`src/rtl/dc_ipu_addr_gen.sv`:
```
// dc_ipu_addr_gen: line-based texture address generator for the IPU scaler.
// Divides tex/img into a fixed-point step, then streams LANES clamped coords per beat.
module dc_ipu_addr_gen #(
    parameter int IMG_SIZE_WIDTH  = 12,
    parameter int TEX_SIZE_WIDTH  = 12,
    parameter int TEX_FRACT_WIDTH = 12,
    parameter int LANES           = 2
) (
    input  logic                                 clk,
    input  logic                                 reset,
    input  logic                                 clr,
    input  logic                                 start,
    output logic                                 start_ready,
    input  logic [IMG_SIZE_WIDTH-1:0]            img_size,
    input  logic [TEX_SIZE_WIDTH-1:0]            tex_size,
    input  logic                                 center,
    output logic                                 err,
    output logic                                 out_valid,
    input  logic                                 out_ready,
    output logic [LANES*TEX_SIZE_WIDTH-1:0]      tex_addr,
    output logic [LANES*TEX_FRACT_WIDTH-1:0]     tex_addr_fract,
    output logic [LANES-1:0]                     lane_mask,
    output logic                                 last
);

    localparam int IW    = IMG_SIZE_WIDTH;
    localparam int TW    = TEX_SIZE_WIDTH;
    localparam int FW    = TEX_FRACT_WIDTH;
    localparam int SW    = TW + FW;
    localparam int LG    = (LANES == 4) ? 2 : (LANES == 2) ? 1 : 0;
    // Extra LG bits keep lanes past the line end from wrapping negative.
    localparam int ACC_W = SW + 2 + LG;
    localparam int CW    = $clog2(SW + 1);
    localparam int BW    = IW + 2;

    typedef enum logic [1:0] {
        S_IDLE,
        S_DIV,
        S_SETUP,
        S_RUN
    } state_t;

    state_t state, state_nxt;

    logic [IW-1:0]  img_r;
    logic [TW-1:0]  tex_r;
    logic           center_r;
    logic [SW-1:0]  quo;
    logic [IW-1:0]  rem;
    logic [CW-1:0]  cnt;
    logic [BW-1:0]  base;
    logic [BW-1:0]  nb;

    logic accept, size_zero, xfer;
    logic div_step, setup_step;
    logic load_first, load_next, line_done;

    logic [IW:0]    rem_sh;
    logic           div_ge;
    logic [IW-1:0]  rem_nxt;

    logic signed [ACC_W-1:0] s_ext, ls, half, p0, maxp;
    logic signed [ACC_W-1:0] off     [LANES];
    logic signed [ACC_W-1:0] off_nxt [LANES];

    logic [LANES*TW-1:0] addr_nxt;
    logic [LANES*FW-1:0] fract_nxt;
    logic [LANES-1:0]    mask_nxt;
    logic                last_nxt;

    assign size_zero = (img_size == '0) | (tex_size == '0);
    assign xfer      = out_valid & out_ready;

    always_ff @(posedge clk or posedge reset) begin
        if (reset) begin
            state <= S_IDLE;
        end else begin
            state <= state_nxt;
        end
    end

    always_comb begin
        state_nxt = state;
        unique case (state)
            S_IDLE:  if (accept && !size_zero) state_nxt = S_DIV;
            S_DIV:   if (cnt == CW'(SW - 1)) state_nxt = S_SETUP;
            S_SETUP: if (cnt == CW'(LANES - 1)) state_nxt = S_RUN;
            S_RUN:   if (line_done) state_nxt = S_IDLE;
            default: state_nxt = S_IDLE;
        endcase
        if (clr) state_nxt = S_IDLE;
    end

    always_comb begin
        start_ready = (state == S_IDLE);
        accept      = start_ready & start & ~clr;
        div_step    = (state == S_DIV);
        setup_step  = (state == S_SETUP);
        load_first  = setup_step & (cnt == CW'(LANES - 1));
        load_next   = (state == S_RUN) & xfer & ~last;
        line_done   = (state == S_RUN) & xfer & last;
    end

    always_ff @(posedge clk or posedge reset) begin
        if (reset) begin
            cnt <= '0;
        end else if (state_nxt != state) begin
            cnt <= '0;
        end else if (div_step | setup_step) begin
            cnt <= cnt + 1'b1;
        end
    end

    // Restoring divider: quo doubles as dividend shifter and quotient.
    assign rem_sh  = {rem, quo[SW-1]};
    assign div_ge  = rem_sh[IW] | (rem_sh[IW-1:0] >= img_r);
    assign rem_nxt = div_ge ? (rem_sh[IW-1:0] - img_r) : rem_sh[IW-1:0];

    always_ff @(posedge clk or posedge reset) begin
        if (reset) begin
            img_r    <= '0;
            tex_r    <= '0;
            center_r <= 1'b0;
            quo      <= '0;
            rem      <= '0;
            err      <= 1'b0;
        end else begin
            err <= accept & size_zero;
            if (accept) begin
                img_r    <= img_size;
                tex_r    <= tex_size;
                center_r <= center;
                quo      <= {tex_size, {FW{1'b0}}};
                rem      <= '0;
            end else if (div_step) begin
                quo <= {quo[SW-2:0], div_ge};
                rem <= rem_nxt;
            end
        end
    end

    assign s_ext = {{(ACC_W - SW){1'b0}}, quo};
    assign ls    = s_ext <<< LG;
    assign half  = ACC_W'(1) << (FW - 1);
    assign p0    = center_r ? ((s_ext >>> 1) - half) : '0;
    assign maxp  = {{(ACC_W - SW){1'b0}}, tex_r - TW'(1), {FW{1'b0}}};

    always_comb begin
        for (int k = 0; k < LANES; k++) begin
            off_nxt[k] = off[k];
        end
        if (setup_step) begin
            if (cnt == '0) off_nxt[0] = p0;
            for (int k = 1; k < LANES; k++) begin
                if (cnt == CW'(k)) off_nxt[k] = off[k-1] + s_ext;
            end
        end
        if (load_next) begin
            for (int k = 0; k < LANES; k++) begin
                off_nxt[k] = off[k] + ls;
            end
        end
    end

    always_ff @(posedge clk or posedge reset) begin
        if (reset) begin
            for (int k = 0; k < LANES; k++) begin
                off[k] <= '0;
            end
        end else begin
            for (int k = 0; k < LANES; k++) begin
                off[k] <= off_nxt[k];
            end
        end
    end

    assign nb = load_first ? '0 : (base + BW'(LANES));

    always_comb begin
        addr_nxt  = '0;
        fract_nxt = '0;
        mask_nxt  = '0;
        for (int k = 0; k < LANES; k++) begin
            if (off_nxt[k] < 0) begin
                addr_nxt[k*TW +: TW]  = '0;
                fract_nxt[k*FW +: FW] = '0;
            end else if (off_nxt[k] > maxp) begin
                addr_nxt[k*TW +: TW]  = tex_r - TW'(1);
                fract_nxt[k*FW +: FW] = '0;
            end else begin
                addr_nxt[k*TW +: TW]  = off_nxt[k][SW-1:FW];
                fract_nxt[k*FW +: FW] = off_nxt[k][FW-1:0];
            end
            mask_nxt[k] = (nb + BW'(k)) < BW'(img_r);
        end
        last_nxt = (nb + BW'(LANES)) >= BW'(img_r);
    end

    always_ff @(posedge clk or posedge reset) begin
        if (reset) begin
            out_valid      <= 1'b0;
            last           <= 1'b0;
            tex_addr       <= '0;
            tex_addr_fract <= '0;
            lane_mask      <= '0;
            base           <= '0;
        end else if (clr) begin
            out_valid <= 1'b0;
            last      <= 1'b0;
        end else if (load_first | load_next) begin
            out_valid      <= 1'b1;
            last           <= last_nxt;
            tex_addr       <= addr_nxt;
            tex_addr_fract <= fract_nxt;
            lane_mask      <= mask_nxt;
            base           <= nb;
        end else if (line_done) begin
            out_valid <= 1'b0;
            last      <= 1'b0;
        end
    end

endmodule

```
`config.mk`:
```
export PLATFORM = sky130hd
export DESIGN_NAME = dc_ipu_addr_gen
export DESIGN_NICKNAME = d
export VERILOG_FILES = /design/src/rtl/dc_ipu_addr_gen.sv
export SDC_FILE = /design/constraint.sdc
export NUM_CORES = 1
export LEC_CHECK = 0
export BUFFER_PORTS_ARGS = -buffer_cell sky130_fd_sc_hd__buf_2
export CAP_MARGIN = 10
export CELL_PAD_IN_SITES_DETAIL_PLACEMENT = 0
export CELL_PAD_IN_SITES_GLOBAL_PLACEMENT = 1
export CORE_MARGIN = 3
export CORE_UTILIZATION = 25
export CTS_CLUSTER_SIZE = 28
export DETAILED_ROUTE_END_ITERATION = 8
export PLACE_DENSITY_LB_ADDON = 0.05
export SLEW_MARGIN = 20
export SYNTH_ARGS = -nofsm -noshare
export SYNTH_HDL_FRONTEND = slang
export SYNTH_SLANG_ARGS = --single-unit
```
`constraint.sdc`:
```
create_clock -name clk -period 6 [get_ports clk]
set_clock_uncertainty 0.15 [all_clocks]
set_input_delay 0.6 -clock clk [delete_from_list [all_inputs] [get_ports clk]]
set_output_delay 0.6 -clock clk [all_outputs]
set_load 0.01 [all_outputs]
```
# ---- Yosys cells after proc, flatten, opt, wreduce, memory -nomap -nowiden
# Cells that the tools add are included.
dict set report totals {
  reg_bits 189
  out_inout_bits 54
  word_cells 96
}
dict set report classes {
  add_sub_neg 10
  order_cmp 8
  n_eq_ne 6
  n_mux 32
  bitwise_logic 14
  reduce_logical 10
}
# cell n
set ops {}
lappend ops {{2-to-1 mux 12 bit} 11}
lappend ops {{2-to-1 mux 54 bit} 2}
lappend ops {{2-to-1 mux 27 bit} 3}
lappend ops {{adder 27 x 26 -> 27 bit} 2}
lappend ops {{greater-than comparator 27 x 25 -> 1 bit} 2}
lappend ops {{< comparator 27 x 1 -> 1 bit, second input constant} 2}
lappend ops {{2-to-1 mux 24 bit} 2}
lappend ops {{adder 14 x 2 -> 14 bit, second input constant} 2}
lappend ops {{< comparator 14 x 12 -> 1 bit} 2}
lappend ops {{adder 27 x 25 -> 27 bit} 1}
lappend ops {{logical NOT 12 bit} 2}
lappend ops {{subtractor 23 x 12 -> 24 bit, second input constant} 1}
lappend ops {{adder 14 x 1 -> 14 bit, second input constant} 1}
lappend ops {{>= comparator 14 x 12 -> 1 bit} 1}
lappend ops {{2-to-1 mux 14 bit} 1}
lappend ops {{>= comparator 12 bit} 1}
lappend ops {{subtractor 12 x 1 -> 12 bit, second input constant} 1}
lappend ops {{subtractor 12 bit} 1}
lappend ops {{2-to-1 mux 2 bit} 5}
lappend ops {{2-to-1 mux 5 bit} 2}
lappend ops {{AND 1 bit} 8}
lappend ops {{case mux 2 bit (4 select lines)} 1}
lappend ops {{adder 5 x 1 -> 5 bit, second input constant} 1}
lappend ops {{equality test 5 x 1 -> 1 bit, second input constant} 1}
lappend ops {{other kinds (14)} 24}

# ---- Logic depth before layout (Yosys ltp)
dict set report depth {
  depth_word 9
  mapped_depth 24
  depth_no_buf 23
}

# ---- Least setup slack after synthesis
# Ideal clock, no wire load.
dict set report synth_timing {
  kind {register to register}
  start {reg state[1]}
  end {reg tex_addr[11]}
  setup_time_ps 121
  arrival_time_ps 4556
  required_ps 5729
  setup_slack_ps 1173
  stages_incl_launch_ff 21
  n_path_buf 7
  cell_sequence {dfrtp_1 ha_1 and4b_1 clkbuf_1 buf_2 buf_2 buf_2 clkbuf_1 buf_1 clkbuf_1 o21ai_0 ha_1 nand3_1 nor2_1 and4_1 o2111ai_1 nor4_1 nand4b_1 a211oi_2 mux2_2 a22o_1}
}
# item line
set synth_lines {}
lappend synth_lines {{from (decl)} 43} ;# state_t state, state_nxt;
lappend synth_lines {{from (signal assigned)} 78} ;# state <= state_nxt;
lappend synth_lines {{to (signal assigned)} 213} ;# tex_addr <= addr_nxt;
lappend synth_lines {{to (decl)} 20} ;# output logic [LANES*TEX_SIZE_WIDTH-1:0] tex_addr,

==> out/results.tsv <==
metric	value	unit
Simple-Gate Fraction of Synth Area	0.199	
synthesized instance count	1815	
CTS tree	yes	
via/cell ratio	5.18	
Clk Latency, worst-skew pair	0.50	ns
Top FF cell, synth	dfrtp_1	
final setup vio count	0	
sw frac	0.441	
drt total wl	63800	um
synth unique cells	87	
DRT Pass-1 Iters	7	
DIE WIDTH	254	um
htree depth	4	
Antenna Nets Post-Route	0	
port bufs	83	
Max Slew Vio Count	0	
Via Count	14000	
Setup crit end kind	flip-flop	
Max Cap Viol	0	
Async S/R FF share, synth	1.00	
Setup CP Type	flip-flop to flip-flop	
Die Y	254	um
fmax	180	MHz
TritonCTS buffer count	17	
post-layout power	5440	uW
Max-slew headroom	0.318	
antenna cells	0	
Net count, final	2102	
row count	90	
DRC	0	
RSZ-0062 raised after global routing	false	
Adder-Cell Fraction of Synth Area	0.133	
EDFF count, synth	0	
clock root cell	clkbuf_16	
Worst Hold Class	primary input to asynchronous set/reset pin	
r2r setup slk	0.43	ns
register share of total power	0.295	
hpwl dp	49400	um
Initial Utilization	0.253	
GRT Util Overall	0.202	
Fin. Hold Viols	0	
layout filler cell count	6420	
clk sinks	189	
register area share after synthesis	0.309	
post-synthesis compound-gate area fraction	0.220	
syn_area_per_cell	8.44	sq um
first-pass GRT wire length	95700	um
Core Area	60500	sq um
Post-CTS Hold Buffers	0	
Post-Syn Area	15300	sq um
Pint	3040	uW
initial antenna violation count	2	
critical path fanouts, max	12	
DIE AREA	64300	sq um
outcome	finished, final reports clean	
post-synthesis xor/xnor area fraction	0.0612	
Final Cycle Share	0.928	
Avg WL per Cell	23.6	um
crit path DAT	5.80	ns
CTS Buffer Depth	2	
Reg clk slew, reported paths	0.09	ns
total number of yosys warnings	0	
routability cong.	0.846	
Worst Tran Pin Value	1.02	ns
minimum clock period after layout	5.57	ns
P_sw	2400	uW
Multi-input gate area	10000	sq um
Area growth syn-to-layout	15.3	%
mux contribution to synthesized area	0.0384	
I/O pins	84	
vias in the first global route	14000	
Startpoint Class	flip-flop	
drt first-iter violations	903	
post-synth net total	2005	
CP required	6.24	ns
grt ovf	0	
Clk pwr share	0.237	
setup tns final	0	ns
share of cells above drive strength 1	0.124	
FF+latch count, synth	189	
Comb pwr share	0.468	
leakage	0.00798	uW
largest family of logic cells by synthesized area	compound AO/OA/AOI/OAI gates	
Pwr Density	308	nW/um^2
register area	4730	sq um
Worst VDD drop	0.238	mV
largest net degree at the start of global routing	104	
[worst max-delay path: stages, from the launching register on]
cell and delay, ns:
dfrtp_1 0.58, ha_1 0.49, nand2_1 0.15, nor2_1 0.36, nand2_1 0.16, or2_2 0.31, o21a_1 0.12, a311oi_1 0.38
xnor2_1 0.17, a21oi_1 0.14, ha_1 0.33, nand2_1 0.06, nor2_1 0.18, and4_1 0.29, o2111ai_1 0.12, nor4_1 0.19
nand4b_1 0.20, a211oi_4 0.32, buf_4 0.18, buf_4 0.21, nor4_1 0.08, a221o_1 0.29
[cells in the mapped netlist, drive strengths merged (5+ instances only)]
cell | count | share of area
xnor2 | 65 | 0.037
nand2 | 230 | 0.057
a21o | 43 | 0.021
a221oi | 8 | 0.0046
nor2 | 137 | 0.034
o41ai | 6 | 0.0051
a221o | 7 | 0.0046
clkbuf | 59 | 0.014
a32o | 14 | 0.0091
ha | 156 | 0.13
a21oi | 123 | 0.040
nor3 | 48 | 0.016
buf | 21 | 0.0072
o311ai | 5 | 0.0029
or2 | 13 | 0.0053
nor3b | 5 | 0.0025
nand2b | 16 | 0.0065
o21ai | 123 | 0.040
nor2b | 17 | 0.0069
xor2 | 42 | 0.024
a311oi | 5 | 0.0033
nor4 | 25 | 0.011
o31ai | 15 | 0.0074
o211ai | 14 | 0.0069
a31oi | 22 | 0.0090
mux2i | 53 | 0.035
dfrtp | 189 | 0.31
o21a | 16 | 0.0078
and3 | 24 | 0.0098
inv | 76 | 0.019
o2111ai | 5 | 0.0029
nand3 | 56 | 0.018
or3 | 15 | 0.0061
o31a | 7 | 0.0040
a22oi | 11 | 0.0054
o21bai | 5 | 0.0025
and2 | 10 | 0.0042
a21boi | 11 | 0.0054
nand4 | 25 | 0.010
a211oi | 27 | 0.014
[metal layers]
| metal | wire (um) | vias up | GRT usage | part of all wire |
|---|---|---|---|---|
| li1 | - | 6825 | - | - |
| met4 | 806 | 2 | 0.0450 | 0.013 |
| met3 | 2080 | 41 | 0.0289 | 0.033 |
| met5 | 13 | - | 0 | 0.00020 |
| met2 | 28300 | 241 | 0.314 | 0.44 |
| met1 | 32600 | 6907 | 0.294 | 0.51 |
[cells in the final DEF (no fill, tap or decap), drive strengths merged, types with 7 or more instances in the layout]
master  count
a211oi     27
a21boi     11
a21o       43
a21oi     123
a221o       7
a221oi      8
a22oi      11
a31oi      22
a32o       14
and2       10
and3       24
buf       158
clkbuf     17
dfrtp     189
ha        156
inv        83
mux2i      53
nand2     230
nand2b     16
nand3      56
nand4      25
nor2      137
nor2b      17
nor3       48
nor4       25
o211ai     14
o21a       16
o21ai     123
o31a        7
o31ai      15
or2        13
or3        15
xnor2      65
xor2       42
[kinds of logic (layout without fill, tap and decap cells)]
family                     count (synthesis)  after routing
adders and majority gates                160            160
muxes                                     57             57
and+or+nand+nor                          640            640
AOI/OAI and AO/OA                        506            506
xor gates and xnor gates                 107            107
DFF                                      189            189
buffers and inverters                    156            266
[through the flow]
step	hold WS, ns	util	worst slack, ns	instances	area (sq um)
final	0.0299	0.292	0.434	2707	17700
after global routing	0.0824	0.292	0.0406	2707	17700
after CTS	0.0977	0.292	0.202	2707	17600
after detailed placement	0.324	0.281	0.238	2675	17000
after global placement	0.321	0.281	0.392	2675	17000
after floorplan	0.311	-	0.108	1815	15300
[layout make-up]
cell class / instances / area share
multi-input combinational: 1470 / 0.568
sequential: 189 / 0.268
timing repair buffer: 158 / 0.0568
tap: 782 / 0.0554
clock buffer: 17 / 0.0241
inverter: 76 / 0.0166
clock inverter: 15 / 0.0115
[registers in the layout, summed over array words and instances, names as in the netlist]
name	flops
lane_mask	2
tex_r	12
cnt	5
tex_addr	24
rem	12
off	54
base	14
center_r	1
img_r	12
err	1
out_valid	1
last	1
tex_addr_fract	24
quo	24
state	2
[what timing repair did]
action	in CTS	in global routing
endpoints found under the setup margin	0	14
gates resized for setup	0	7
setup buffers	0	0
[power groups by stage]
stage                     Clock, uW  Sequential [uW]  Combinational (uW)
final                          1290             1600                2540
after global routing           1380             1630                2850
after CTS                      1340             1610                2560
after detailed placement          0             1630                2540
after global placement            0             1630                2560
after floorplan                   0             1550                1760
[worst paths after layout]
| check | from | end | depth (start not counted) |
|---|---|---|---|
| worst max-delay path | quo[14]$_DFFE_PP0P_ | tex_addr[2]$_DFFE_PP0P_ | 21 |
| worst min-delay path | reset | tex_r[11]$_DFFE_PP0P_ | 2 |
| worst max register to register | quo[14]$_DFFE_PP0P_ | tex_addr[2]$_DFFE_PP0P_ | 21 |
| worst min register to register | tex_addr_fract[3]$_DFFE_PP0P_ | tex_addr_fract[3]$_DFFE_PP0P_ | 2 |
| max in group asynchronous | reset | base[7]$_DFFE_PP0P_ | 3 |
| min in group clk | center | center_r$_DFFE_PP0P_ | 3 |
Note: power is estimated with default switching activity, not from simulation.
